File: src/rtl/mem_dev5_reader_if.sv
// Transmit-side handshake between the buffer reader and the Manchester word encoder.
// MEM_DEV5_RD_PARITY_EN adds an odd-parity bit that travels with each word.
interface mem_dev5_reader_if #(
  parameter int DATA_WIDTH = 16
);
  logic [DATA_WIDTH-1:0] tx_data;
  logic                  tx_valid;
  logic                  tx_ready;
`ifdef MEM_DEV5_RD_PARITY_EN
  logic                  tx_parity;

  modport master (
    output tx_data,
    output tx_valid,
    output tx_parity,
    input  tx_ready
  );

  modport slave (
    input  tx_data,
    input  tx_valid,
    input  tx_parity,
    output tx_ready
  );
`else
  modport master (
    output tx_data,
    output tx_valid,
    input  tx_ready
  );

  modport slave (
    input  tx_data,
    input  tx_valid,
    output tx_ready
  );
`endif
endinterface

File: src/rtl/mem_dev5_reader.sv
// Read-side sequencer for the device-5 transmit buffer RAM: walks a block of words and
// hands each to the word encoder. Optional odd parity output under MEM_DEV5_RD_PARITY_EN.
//
// state   | meaning
// IDLE    | waiting for start
// ADDR    | RAM samples rdaddress this edge
// LOAD    | RAM q valid, capture into tx_data
// PRESENT | tx_valid high, waiting for tx_ready
module mem_dev5_reader #(
  parameter int DATA_WIDTH = 16,
  parameter int ADDR_WIDTH = 5
) (
  input  logic                  clk,
  input  logic                  rst_n,
  input  logic                  start,
  input  logic                  abort,
  input  logic [ADDR_WIDTH-1:0] base_addr,
  input  logic [ADDR_WIDTH-1:0] word_cnt,
  output logic [ADDR_WIDTH-1:0] rdaddress,
  input  logic [DATA_WIDTH-1:0] q,
  output logic                  busy,
  output logic                  done,
  mem_dev5_reader_if.master     tx_if
);

  localparam logic [1:0] ST_IDLE    = 2'd0;
  localparam logic [1:0] ST_ADDR    = 2'd1;
  localparam logic [1:0] ST_LOAD    = 2'd2;
  localparam logic [1:0] ST_PRESENT = 2'd3;

  localparam logic [ADDR_WIDTH-1:0] ADDR_ONE = 1;
  localparam logic [ADDR_WIDTH:0]   CNT_ONE  = 1;

  logic [1:0]            state_q,     state_d;
  logic [ADDR_WIDTH-1:0] rdaddress_q, rdaddress_d;
  logic [ADDR_WIDTH:0]   remaining_q, remaining_d;
  logic [DATA_WIDTH-1:0] tx_data_q,   tx_data_d;
  logic                  tx_valid_q,  tx_valid_d;
  logic                  busy_q,      busy_d;
  logic                  done_q,      done_d;
`ifdef MEM_DEV5_RD_PARITY_EN
  logic                  tx_parity_q, tx_parity_d;
`endif

  always_comb begin
    state_d     = state_q;
    rdaddress_d = rdaddress_q;
    remaining_d = remaining_q;
    tx_data_d   = tx_data_q;
    tx_valid_d  = tx_valid_q;
    busy_d      = busy_q;
    done_d      = 1'b0;
`ifdef MEM_DEV5_RD_PARITY_EN
    tx_parity_d = tx_parity_q;
`endif

    if (state_q != ST_IDLE && abort) begin
      // rdaddress and tx_data deliberately keep their last values
      state_d    = ST_IDLE;
      tx_valid_d = 1'b0;
      busy_d     = 1'b0;
    end else begin
      case (state_q)
        ST_IDLE: begin
          if (start && !abort) begin
            rdaddress_d = base_addr;
            // a zero word count means a full buffer of 2**ADDR_WIDTH words
            remaining_d = (word_cnt == '0) ? {1'b1, {ADDR_WIDTH{1'b0}}}
                                           : {1'b0, word_cnt};
            busy_d      = 1'b1;
            state_d     = ST_ADDR;
          end
        end
        ST_ADDR: begin
          state_d = ST_LOAD;
        end
        ST_LOAD: begin
          tx_data_d   = q;
          tx_valid_d  = 1'b1;
`ifdef MEM_DEV5_RD_PARITY_EN
          tx_parity_d = ~(^q);
`endif
          state_d     = ST_PRESENT;
        end
        ST_PRESENT: begin
          if (tx_valid_q && tx_if.tx_ready) begin
            tx_valid_d  = 1'b0;
            remaining_d = remaining_q - CNT_ONE;
            if (remaining_q > CNT_ONE) begin
              rdaddress_d = rdaddress_q + ADDR_ONE;
              state_d     = ST_ADDR;
            end else begin
              busy_d  = 1'b0;
              done_d  = 1'b1;
              state_d = ST_IDLE;
            end
          end
        end
        default: begin
          state_d    = ST_IDLE;
          tx_valid_d = 1'b0;
          busy_d     = 1'b0;
        end
      endcase
    end
  end

  always_ff @(posedge clk or negedge rst_n) begin
    if (!rst_n) begin
      state_q     <= ST_IDLE;
      rdaddress_q <= '0;
      remaining_q <= '0;
      tx_data_q   <= '0;
      tx_valid_q  <= 1'b0;
      busy_q      <= 1'b0;
      done_q      <= 1'b0;
`ifdef MEM_DEV5_RD_PARITY_EN
      tx_parity_q <= 1'b1;
`endif
    end else begin
      state_q     <= state_d;
      rdaddress_q <= rdaddress_d;
      remaining_q <= remaining_d;
      tx_data_q   <= tx_data_d;
      tx_valid_q  <= tx_valid_d;
      busy_q      <= busy_d;
      done_q      <= done_d;
`ifdef MEM_DEV5_RD_PARITY_EN
      tx_parity_q <= tx_parity_d;
`endif
    end
  end

  assign rdaddress      = rdaddress_q;
  assign busy           = busy_q;
  assign done           = done_q;
  assign tx_if.tx_data  = tx_data_q;
  assign tx_if.tx_valid = tx_valid_q;
`ifdef MEM_DEV5_RD_PARITY_EN
  assign tx_if.tx_parity = tx_parity_q;
`endif

endmodule

File: src/flat_wrapper.sv
// flat-port wrapper written by rule: the top's interface ports become plain ports
module mem_dev5_reader_flat 
#(
  parameter int DATA_WIDTH = 16,
  parameter int ADDR_WIDTH = 5
)
  (clk, rst_n, start, abort, base_addr, word_cnt, rdaddress, q, busy, done, tx_if_tx_data, tx_if_tx_valid, tx_if_tx_ready);
  mem_dev5_reader_if #(.DATA_WIDTH(DATA_WIDTH)) tx_if_i ();
  input  logic clk;
  input  logic rst_n;
  input  logic start;
  input  logic abort;
  input  logic [ADDR_WIDTH-1:0] base_addr;
  input  logic [ADDR_WIDTH-1:0] word_cnt;
  output logic [ADDR_WIDTH-1:0] rdaddress;
  input  logic [DATA_WIDTH-1:0] q;
  output logic busy;
  output logic done;
  output wire logic [$bits(tx_if_i.tx_data)-1:0] tx_if_tx_data;
  output wire logic [$bits(tx_if_i.tx_valid)-1:0] tx_if_tx_valid;
  input wire logic [$bits(tx_if_i.tx_ready)-1:0] tx_if_tx_ready;
  assign tx_if_tx_data = tx_if_i.tx_data;
  assign tx_if_tx_valid = tx_if_i.tx_valid;
  assign tx_if_i.tx_ready = tx_if_tx_ready;
  mem_dev5_reader #(.DATA_WIDTH(DATA_WIDTH), .ADDR_WIDTH(ADDR_WIDTH)) u_core (.clk(clk), .rst_n(rst_n), .start(start), .abort(abort), .base_addr(base_addr), .word_cnt(word_cnt), .rdaddress(rdaddress), .q(q), .busy(busy), .done(done), .tx_if(tx_if_i));
endmodule
File: config.mk
export PLATFORM = sky130hd
export DESIGN_NAME = mem_dev5_reader_flat
export DESIGN_NICKNAME = d
export VERILOG_FILES = /design/src/rtl/mem_dev5_reader_if.sv /design/src/rtl/mem_dev5_reader.sv /design/src/flat_wrapper.sv
export SDC_FILE = /design/constraint.sdc
export NUM_CORES = 1
export LEC_CHECK = 0
export CAP_MARGIN = 10
export CORE_MARGIN = 10
export CORE_UTILIZATION = 41
export DETAILED_ROUTE_END_ITERATION = 8
export GPL_ROUTABILITY_DRIVEN = 0
export PLACE_DENSITY = 0.83
export REMOVE_ABC_BUFFERS = 1
export SYNTH_ARGS = -nofsm -noshare
export SYNTH_HDL_FRONTEND = slang
export SYNTH_SLANG_ARGS = --single-unit
File: constraint.sdc
create_clock -name clk -period 1.8 [get_ports clk]
set_clock_uncertainty 0.1 [all_clocks]
set_input_delay 0.36 -clock clk [delete_from_list [all_inputs] [get_ports clk]]
set_output_delay 0.36 -clock clk [all_outputs]
set_load 0.01 [all_outputs]
# Word level (Yosys, flattened, before mapping)
# Index checks and enable logic that the tools add are counted.
[classes]
bitwise = 1
n_addsub = 2
magnitude_cmp = 1
n_mux = 25
n_eq_ne = 9
reduce_logical = 16
[ops]
columns = ["cell", "count"]
rows = [
  ["6-bit two-way mux", 3],
  ["5-bit two-way mux", 3],
  ["6-bit one-hot mux with 2 select lines", 1],
  ["1-bit two-way mux", 11],
  ["5-bit one-hot mux with 2 select lines", 1],
  ["2-bit one-hot mux with 4 select lines", 1],
  ["4-bit AND reduction", 2],
  ["6-bit by 1-bit greater-than comparator with 1-bit output (second input constant)", 1],
  ["2-bit two-way mux", 3],
  ["2-bit by 1-bit inequality test with 1-bit output (second input constant)", 3],
  ["3-bit by 1-bit inequality test with 1-bit output (second input constant)", 2],
  ["2-bit AND reduction", 3],
  ["3-bit nonzero test", 2],
  ["6-bit by 1-bit subtractor with 6-bit output (second input constant)", 1],
  ["5-bit by 1-bit adder with 5-bit output (second input constant)", 1],
  ["5-bit logical NOT", 1],
  ["5-bit AND reduction", 1],
  ["2-bit equality test (second input constant)", 2],
  ["1-bit one-hot mux with 2 select lines", 2],
  ["2-bit nonzero test", 2],
  ["1-bit logical AND", 3],
  ["3-bit by 2-bit inequality test with 1-bit output (second input constant)", 1],
  ["2-bit by 1-bit equality test with 1-bit output (second input constant)", 1],
  ["2-bit logical NOT", 1],
  ["other kinds (2)", 2],
]
[totals]
elab_cells = 61
register_bits = 32
inputBits = 31

# Longest topological paths before layout
# Gate-level depths: netlist of run 1.
[depth]
ltp_word = 5
depth_mapped = 7

# Worst setup path after synthesis of run 1
# No wires, ideal clock.
[synth_path]
path_type = "reg-to-reg"
from = "reg u_core.remaining_q[0]"
to = "reg u_core.rdaddress_q[3], in the netlist u_core.rdaddress[3]"
setup_ns = 0.069
required_time_ns = 1.631
arrival_ns = 1.643
synth_period_minus_slack_ns = 1.812
setup_slack_ns = -0.012
stages_incl_launch_ff = 7
n_path_buf = 0
path_cell_list = "dfrtp_1 -> inv_1 -> ha_1 -> or2_4 -> and2_4 -> or4_1 -> nand3_1"
[synth_via]
elab_chain_len = 3
[synth_lines]
columns = ["item", "line_no", "rtl"]
rows = [
  ["start: declaration", "mem_dev5_reader.sv:36", "logic [ADDR_WIDTH:0] remaining_q, remaining_d;"],
  ["start signal: assignment", "mem_dev5_reader.sv:123", "remaining_q <= remaining_d;"],
  ["6-bit by 1-bit greater-than comparator with 1-bit output", "mem_dev5_reader.sv:89", "if (remaining_q > CNT_ONE) begin"],
  ["2-bit by 1-bit inequality test with 1-bit output (no line)", "-", ""],
  ["5-bit AND reduction (no line)", "-", ""],
  ["end signal: assignment", "mem_dev5_reader.sv:122", "rdaddress_q <= rdaddress_d;"],
  ["end: declaration", "mem_dev5_reader.sv:35", "logic [ADDR_WIDTH-1:0] rdaddress_q, rdaddress_d;"],
]
# No other way between the ends.
# A chain may end at the register's enable or synchronous reset.

# Final worst setup path of run 1
[layout_path]
from = "reg u_core.state_q[0]"
to = "reg u_core.rdaddress_q[4], in the netlist u_core.rdaddress[4]"
[layout_via]
elab_chain_len = 4
[layout_lines]
columns = ["item", "line_no", "rtl"]
rows = [
  ["start: declaration", "mem_dev5_reader.sv:34", "logic [1:0] state_q, state_d;"],
  ["start signal: assignment", "mem_dev5_reader.sv:121", "state_q <= state_d;"],
  ["branches (longest 4 deep; another with 5-bit AND reduction)", "-", ""],
]
# Several ways; the timed one is not identified.

==> results of run 1 <==
[repair_timing]
action | CTS | global route
endpoints found under the setup margin | 4 | 16
gates resized for setup | 4 | 11
hold buffers | 0 | 0
pin swaps | 2 | 4
setup buffers | 0 | 0
[flip-flops by register name, summed over array words and instances, names as in the netlist]
name                   flops
u_core.rdaddress           5
u_core.done                1
u_core.tx_if.tx_valid      1
u_core.busy                1
u_core.remaining_q         6
u_core.state_q             2
u_core.tx_if.tx_data      16
[per-layer routing]
| metal | vias up | part of all wire (%) |
|---|---|---|
| li1 | 770 | - |
| met1 | 788 | 39 |
| met2 | 38 | 55 |
| met3 | 11 | 4.2 |
| met4 | 0 | 2.1 |
| met5 | - | 0 |
[layout make-up]
class                           count  area (µm²)  area share (%)
Timing Repair Buffer               80         763            28.9
Clock buffer                        5        68.8            2.60
Clock inverter                      3        42.5            1.61
Tap cell                           50        62.6            2.37
Multi-Input combinational cell    117         876            33.1
Inverter                            7        26.3           0.994
Sequential cell                    32         805            30.4
[worst max-delay path by stage]
stage	startpoint	end	slack [ns]	cells after the start
after global placement	abort	u_core.rdaddress[3]	-0.10	5
after floorplan	u_core.state_q[1]	u_core.rdaddress[3]	-0.19	6
final	u_core.state_q[0]	u_core.rdaddress[4]	0.06	6
after CTS	u_core.remaining_q[0]	u_core.rdaddress[4]	0.0008	6
after global routing	u_core.remaining_q[0]	u_core.rdaddress[0]	-0.02	7
after detailed placement	tx_if_tx_ready	u_core.rdaddress[4]	-0.15	5
[Yosys cell counts, types with 2 or more instances]
| cell | count | area share [%] |
|---|---|---|
| nand4_1 | 7 | 2.6 |
| and2_1 | 3 | 1.1 |
| o211ai_1 | 3 | 1.3 |
| o22ai_1 | 8 | 3.0 |
| nand2_1 | 10 | 2.2 |
| and3_1 | 2 | 0.74 |
| mux2i_1 | 2 | 1.2 |
| a21oi_1 | 6 | 1.8 |
| dfrtp_1 | 32 | 48 |
| nand3_1 | 8 | 2.4 |
| inv_1 | 7 | 1.6 |
| a31oi_1 | 3 | 1.1 |
| a21boi_0 | 3 | 1.3 |
| clkbuf_1 | 3 | 0.67 |
| mux2_2 | 16 | 11 |
| buf_2 | 3 | 0.89 |
| or4_1 | 3 | 1.3 |
| nor2_1 | 9 | 2.0 |
| ha_1 | 6 | 4.5 |
| nor3_1 | 4 | 1.2 |
| nand2b_1 | 4 | 1.5 |
| o21ai_0 | 6 | 1.8 |
[power groups by stage]
stage,Clock [W],Combinational (W),Sequential (W)
final,0.000693,0.00259,0.00139
after global routing,0.000743,0.00281,0.00144
after CTS,0.000710,0.00252,0.00136
after detailed placement,0,0.00248,0.00137
after global placement,0,0.00243,0.00135
after floorplan,0,0.00106,0.00147
[logic make-up after synthesis]
kind of cell    count (synthesis)  share of synthesized area (%)
flops                          32                           47.6
simple gates                   58                           19.1
mux                            18                           11.9
fa+ha+maj                       6                           4.46
buf+inv                        14                           3.57
compound gates                 35                           13.4
[worst register-to-register path: stages (launching register included)]
cell	delay, ns
dfrtp_1	0.40
inv_1	0.13
ha_4	0.23
nor2_4	0.11
nand2_1	0.12
or4_1	0.52
nand3_1	0.08
[placed cells by master (no fill, tap or decap), types with 2 or more instances in the layout]
cell             netlist  layout
a21boi_0               3       3
a21oi_1                6       6
a31oi_1                3       3
and2_1                 3       2
buf_12                 0       2
buf_4                  1      24
clkbuf_8               0       5
clkdlybuf4s50_1        0      53
dfrtp_1               32      29
dfrtp_2                0       3
ha_1                   6       3
ha_2                   0       2
inv_1                  7       7
mux2_2                16      16
mux2i_1                2       2
nand2_1               10      10
nand2b_1               4       4
nand3_1                8       7
nand4_1                7       7
nor2_1                 9       8
nor3_1                 4       4
o211ai_1               3       3
o21ai_0                6       6
o22ai_1                8       8
or4_1                  3       3
[through the flow]
| stage | power (W) | hold WS, ns |
|---|---|---|
| after floorplan | 0.00253 | -0.0356 |
| after global placement | 0.00378 | 0.386 |
| after detailed placement | 0.00384 | 0.392 |
| after CTS | 0.00459 | 0.320 |
| after global routing | 0.00499 | 0.339 |
| final | 0.00468 | 0.320 |
==> results.cfg, run 1 <==
[status]
status = completed

[timing]
hold_violations = 0
fin_ws_ns = 0.0581
tns_ns = 0
setup_viol = 0
period_needed_ns = 1.74
slew_viol_final = 0
fin_crit_sh_pct = 96.8
max_slew.worst_pin.slew_ns = 0.381
rsz0062_at_grt = true
slew_headroom_pct = 74.4
fmax_mhz = 574

[routing]
vias = 1607
wire_per_inst_um = 16.7
dr.pass1.iters = 4
drc = 0
wirelength_um = 4920
drt_iter0_markers = 106
antenna_left = 0
viasPerCell = 5.47

[clock_network]
clk_latency_ns = 0.29
cts_sinks = 32
numCtsBuffers = 5
cts_tree = built
cts.clk_slew.worst_paths_ns = 0.07
clock_tree.root_cell = clkbuf_8
cts_max_level = 2
ctsLongestPathBuffers = 2

[die]
initial_utilization_pct = 42.1
io_pins = 55
chipWidth_um = 84.1
core_mm2 = 0.00400
die_h_um = 84.1
rows = 23
dieArea_mm2 = 0.00707

[cells_and_area]
synthToLayoutAreaGrowth_pct = 57.1
final_area_mm2 = 0.00264
drive_gt1_share_pct = 26.6
final_util_pct = 66.1
fillers = 296
fin_nets = 280
finalNonFillerCells = 294
antenna_cells = 0

[yosys]
synth-seq-area-share_pct = 47.6
ys.flop_type = dfrtp_1
post_synth_inst_count = 163
syn_area_mm2 = 0.00168
ys_ff_latch = 32
synth_edf_count = 0
syn_area_per_cell_um2 = 10.3
synth-warning-count = 0
async_flop_share_pct = 100
yosys.cell_types.count = 37

[grt]
top_usage_layer = met2
use_met1_pct = 14.4
grt_use_met3_pct = 3.32
grt_usage_pct = 13.5
met2_usage_pct = 24.1
grt_antenna_before_repair = 0
grt_pass1_wl_um = 7910
grt_pass1_vias = 1689
grt_overflow = 0
grt_max_degree = 21

[setup_path]
slowest_delay_ns = 0.52
r2r_setup_slack_ns = 0.06
cp-start-kind = flop
worstSetupPathType = flop to flop
cp.required_ns = 1.93
crit_path_end_kind = flop
critPathSlowestCell = or4_1
worstPathArrival_ns = 1.87
crit_fanout = 4
critical-path-top-delay-family = simple AND/OR/NAND/NOR gates
timing.rr.start = u_core.state_q[0]
path_cells = inv_1, ha_4, nor2_4, nand2_1, or4_1, nand3_1
r2r_cells = 6
r2r-end = u_core.rdaddress[4]
worst-path-buf-inv = 1

[power]
swShare_pct = 36.8
seq_power_share_pct = 29.7
p_comb_share_pct = 55.4
netSwitchingPower_w = 0.00172
p_per_area_mw_per_mm2 = 1770
cellLeakagePower_nw = 1.10
power_frac_clock_pct = 14.8
p_int_w = 0.00295
vdd_drop_max_uv = 967

[placed_design]
hpwlAfterDp_um = 3750
portBuffers = 54
dpl-instance-area_mm2 = 0.00247
dp_worst_setup_slack_ns = -0.153
dp_cells = 286

[min_path]
hold_class = input port to asynchronous set/reset pin

[job]
drv_cap = 0
Power figures use the tool's default switching activity.
==> run 2: changes to the inputs <==
==> constraint.sdc (replaced) <==
create_clock -name clk -period 1.8 [get_ports clk]
set_clock_uncertainty 0.1 [all_clocks]
set_input_delay 0.45 -clock clk [delete_from_list [all_inputs] [get_ports clk]]
set_output_delay 0.45 -clock clk [all_outputs]
set_load 0.01 [all_outputs]
==> results.cfg, run 2 (synthesis gave the netlist of run 1 again) <==
[cells_and_area]
layout_commonest_cell = clkdlybuf4s50_1
synthToLayoutAreaGrowth_pct = 58.4
final_util_pct = 66.7
fin_nets = 283
largest_reg_flops = 16
antenna_cells = 0
drive_gt1_share_pct = 27.5
layout_common_cells = 49 x clkdlybuf4s50_1, 31 x dfrtp_1, 26 x buf_4, 16 x mux2_2, 9 x nand2_1

[timing]
max_slew.worst_pin.slew_ns = 0.410
fin_crit_sh_pct = 99.8
setup_viol = 0
slew_headroom_pct = 72.4
fmax_mhz = 556
tns_ns = 0
hold_violations = 0
period_needed_ns = 1.80
slew_viol_final = 0

[die]
chipWidth_um = 84.1
io_pins = 55
initial_utilization_pct = 42.1
dieArea_mm2 = 0.00707
rows = 23
core_mm2 = 0.00400
die_h_um = 84.1

[power]
p_per_area_mw_per_mm2 = 1730
vdd_drop_max_uv = 1100
p_comb_share_pct = 58.3
netSwitchingPower_w = 0.00173
power_frac_clock_pct = 12.2
power_w = 0.00462
cellLeakagePower_nw = 1.13
swShare_pct = 37.4
seq_power_share_pct = 29.5
p_int_w = 0.00290

[setup_path]
r2r_cells = 6
cp-start-kind = input port
path_cells = clkdlybuf4s50_1, buf_4, nand2_1, nor4_1, mux2i_1, a21oi_1
worstSetupPathType = input port to flop
critPathSlowestCell = clkdlybuf4s50_1
crit_path_start = tx_if_tx_ready
worstPathArrival_ns = 1.86
crit_end = u_core.remaining_q[3]
cp.required_ns = 1.86
slowest_delay_ns = 0.48
crit_fanout = 3
crit_path_end_kind = flop
timing.rr.start = u_core.remaining_q[0]
r2r_setup_slack_ns = 0.04
r2r-end = u_core.rdaddress[3]

[clock_network]
cts_max_level = 2
cts_tree = built
numCtsBuffers = 5
clock_tree.root_cell = clkbuf_8
cts.clk_slew.worst_paths_ns = 0.07
cts_sinks = 32
clk_latency_ns = 0.28
ctsLongestPathBuffers = 2

[status]
status = completed

[routing]
wire_per_inst_um = 17.0
dr.pass1.iters = 4
antenna_left = 0
viasPerCell = 5.39
drc = 0
drt_iter0_markers = 117
vias = 1600
wirelength_um = 5060

[grt]
grt_antenna_before_repair = 0
grt_pass1_vias = 1645
grt_overflow = 0
grt_pass1_wl_um = 7870
grt_max_degree = 21
grt_usage_pct = 13.2

[placed_design]
hpwlAfterDp_um = 3690
portBuffers = 54

[min_path]
hold_class = input port to asynchronous set/reset pin

[job]
drv_cap = 0
run 2: changes by cell type in the layout (fill, tap and decap cells not counted), sizes merged:
cell           delta
dlygate4sd2       +3
buf               +3
clkinv            -1
bufinv            -1
clkbuf            +3
dlymetal6s2s      +1
clkdlybuf4s50     -4
clkinvlp          -1
run 2: worst max-delay path, delay by kind of cell:
family	cells	cell delay [ns]
multiplexers	1	0.25
AO/OA/AOI/OAI	1	0.09
AND/OR/NAND/NOR	2	0.46
buffers and inverters	2	0.60
run 2: per-stage QoR:
stage	setup slack, ns	cell area (µm²)	std cells	hold WS, ns
floorplan	-0.194	1650	156	0.0544
global placement	-0.186	2480	286	0.386
detailed placement	-0.226	2480	286	0.392
CTS	0.00452	2610	297	0.403
global route	-0.0454	2670	297	0.410
finish	0.00293	2670	297	0.400
run 2: worst min-delay path by stage:
stage                              from                       end  cells past startpoint
2_1_floorplan                     rst_n               u_core.busy                      0
3_3_place_gp    u_core.tx_if.tx_data[7]   u_core.tx_if.tx_data[7]                      1
4_1_cts                           rst_n   u_core.tx_if.tx_data[5]                      2
6_report                          rst_n   u_core.tx_if.tx_data[5]                      2
3_5_place_dp   u_core.tx_if.tx_data[10]  u_core.tx_if.tx_data[10]                      1
5_1_grt                           rst_n   u_core.tx_if.tx_data[5]                      2
run 2: power by group through the flow:
stage / Combinational [W] / Sequential [W] / Clock, W
finish: 0.00270 / 0.00136 / 0.000565
global route: 0.00292 / 0.00141 / 0.000611
CTS: 0.00259 / 0.00134 / 0.000578
detailed placement: 0.00248 / 0.00137 / 0
global placement: 0.00245 / 0.00135 / 0
floorplan: 0.00106 / 0.00147 / 0
run 2: final cells by class:
| class | instances | area, µm² |
|---|---|---|
| multi-input combinational | 117 | 888 |
| sequential | 32 | 802 |
| fill | 288 | 1330 |
| inverter | 7 | 26.3 |
| timing repair buffer | 83 | 797 |
| tap | 50 | 62.6 |
| clock buffer | 8 | 90.1 |
run 2: per-layer routing:
layer | global-route usage, % | part of all wire, % | routed length (µm)
met3 | 2.54 | 4.0 | 201
met5 | 0 | 0 | 0
met1 | 14.3 | 40 | 2010
met4 | 4.41 | 0.73 | 37
met2 | 24.7 | 56 | 2820
run 2: repair_timing:
item	CTS	global route
hold buffers	0	0
resized for setup	7	14
pin swaps	0	3
hold endpoints to repair	0	0
endpoints found under the setup margin	11	14
buffers inserted	3	0
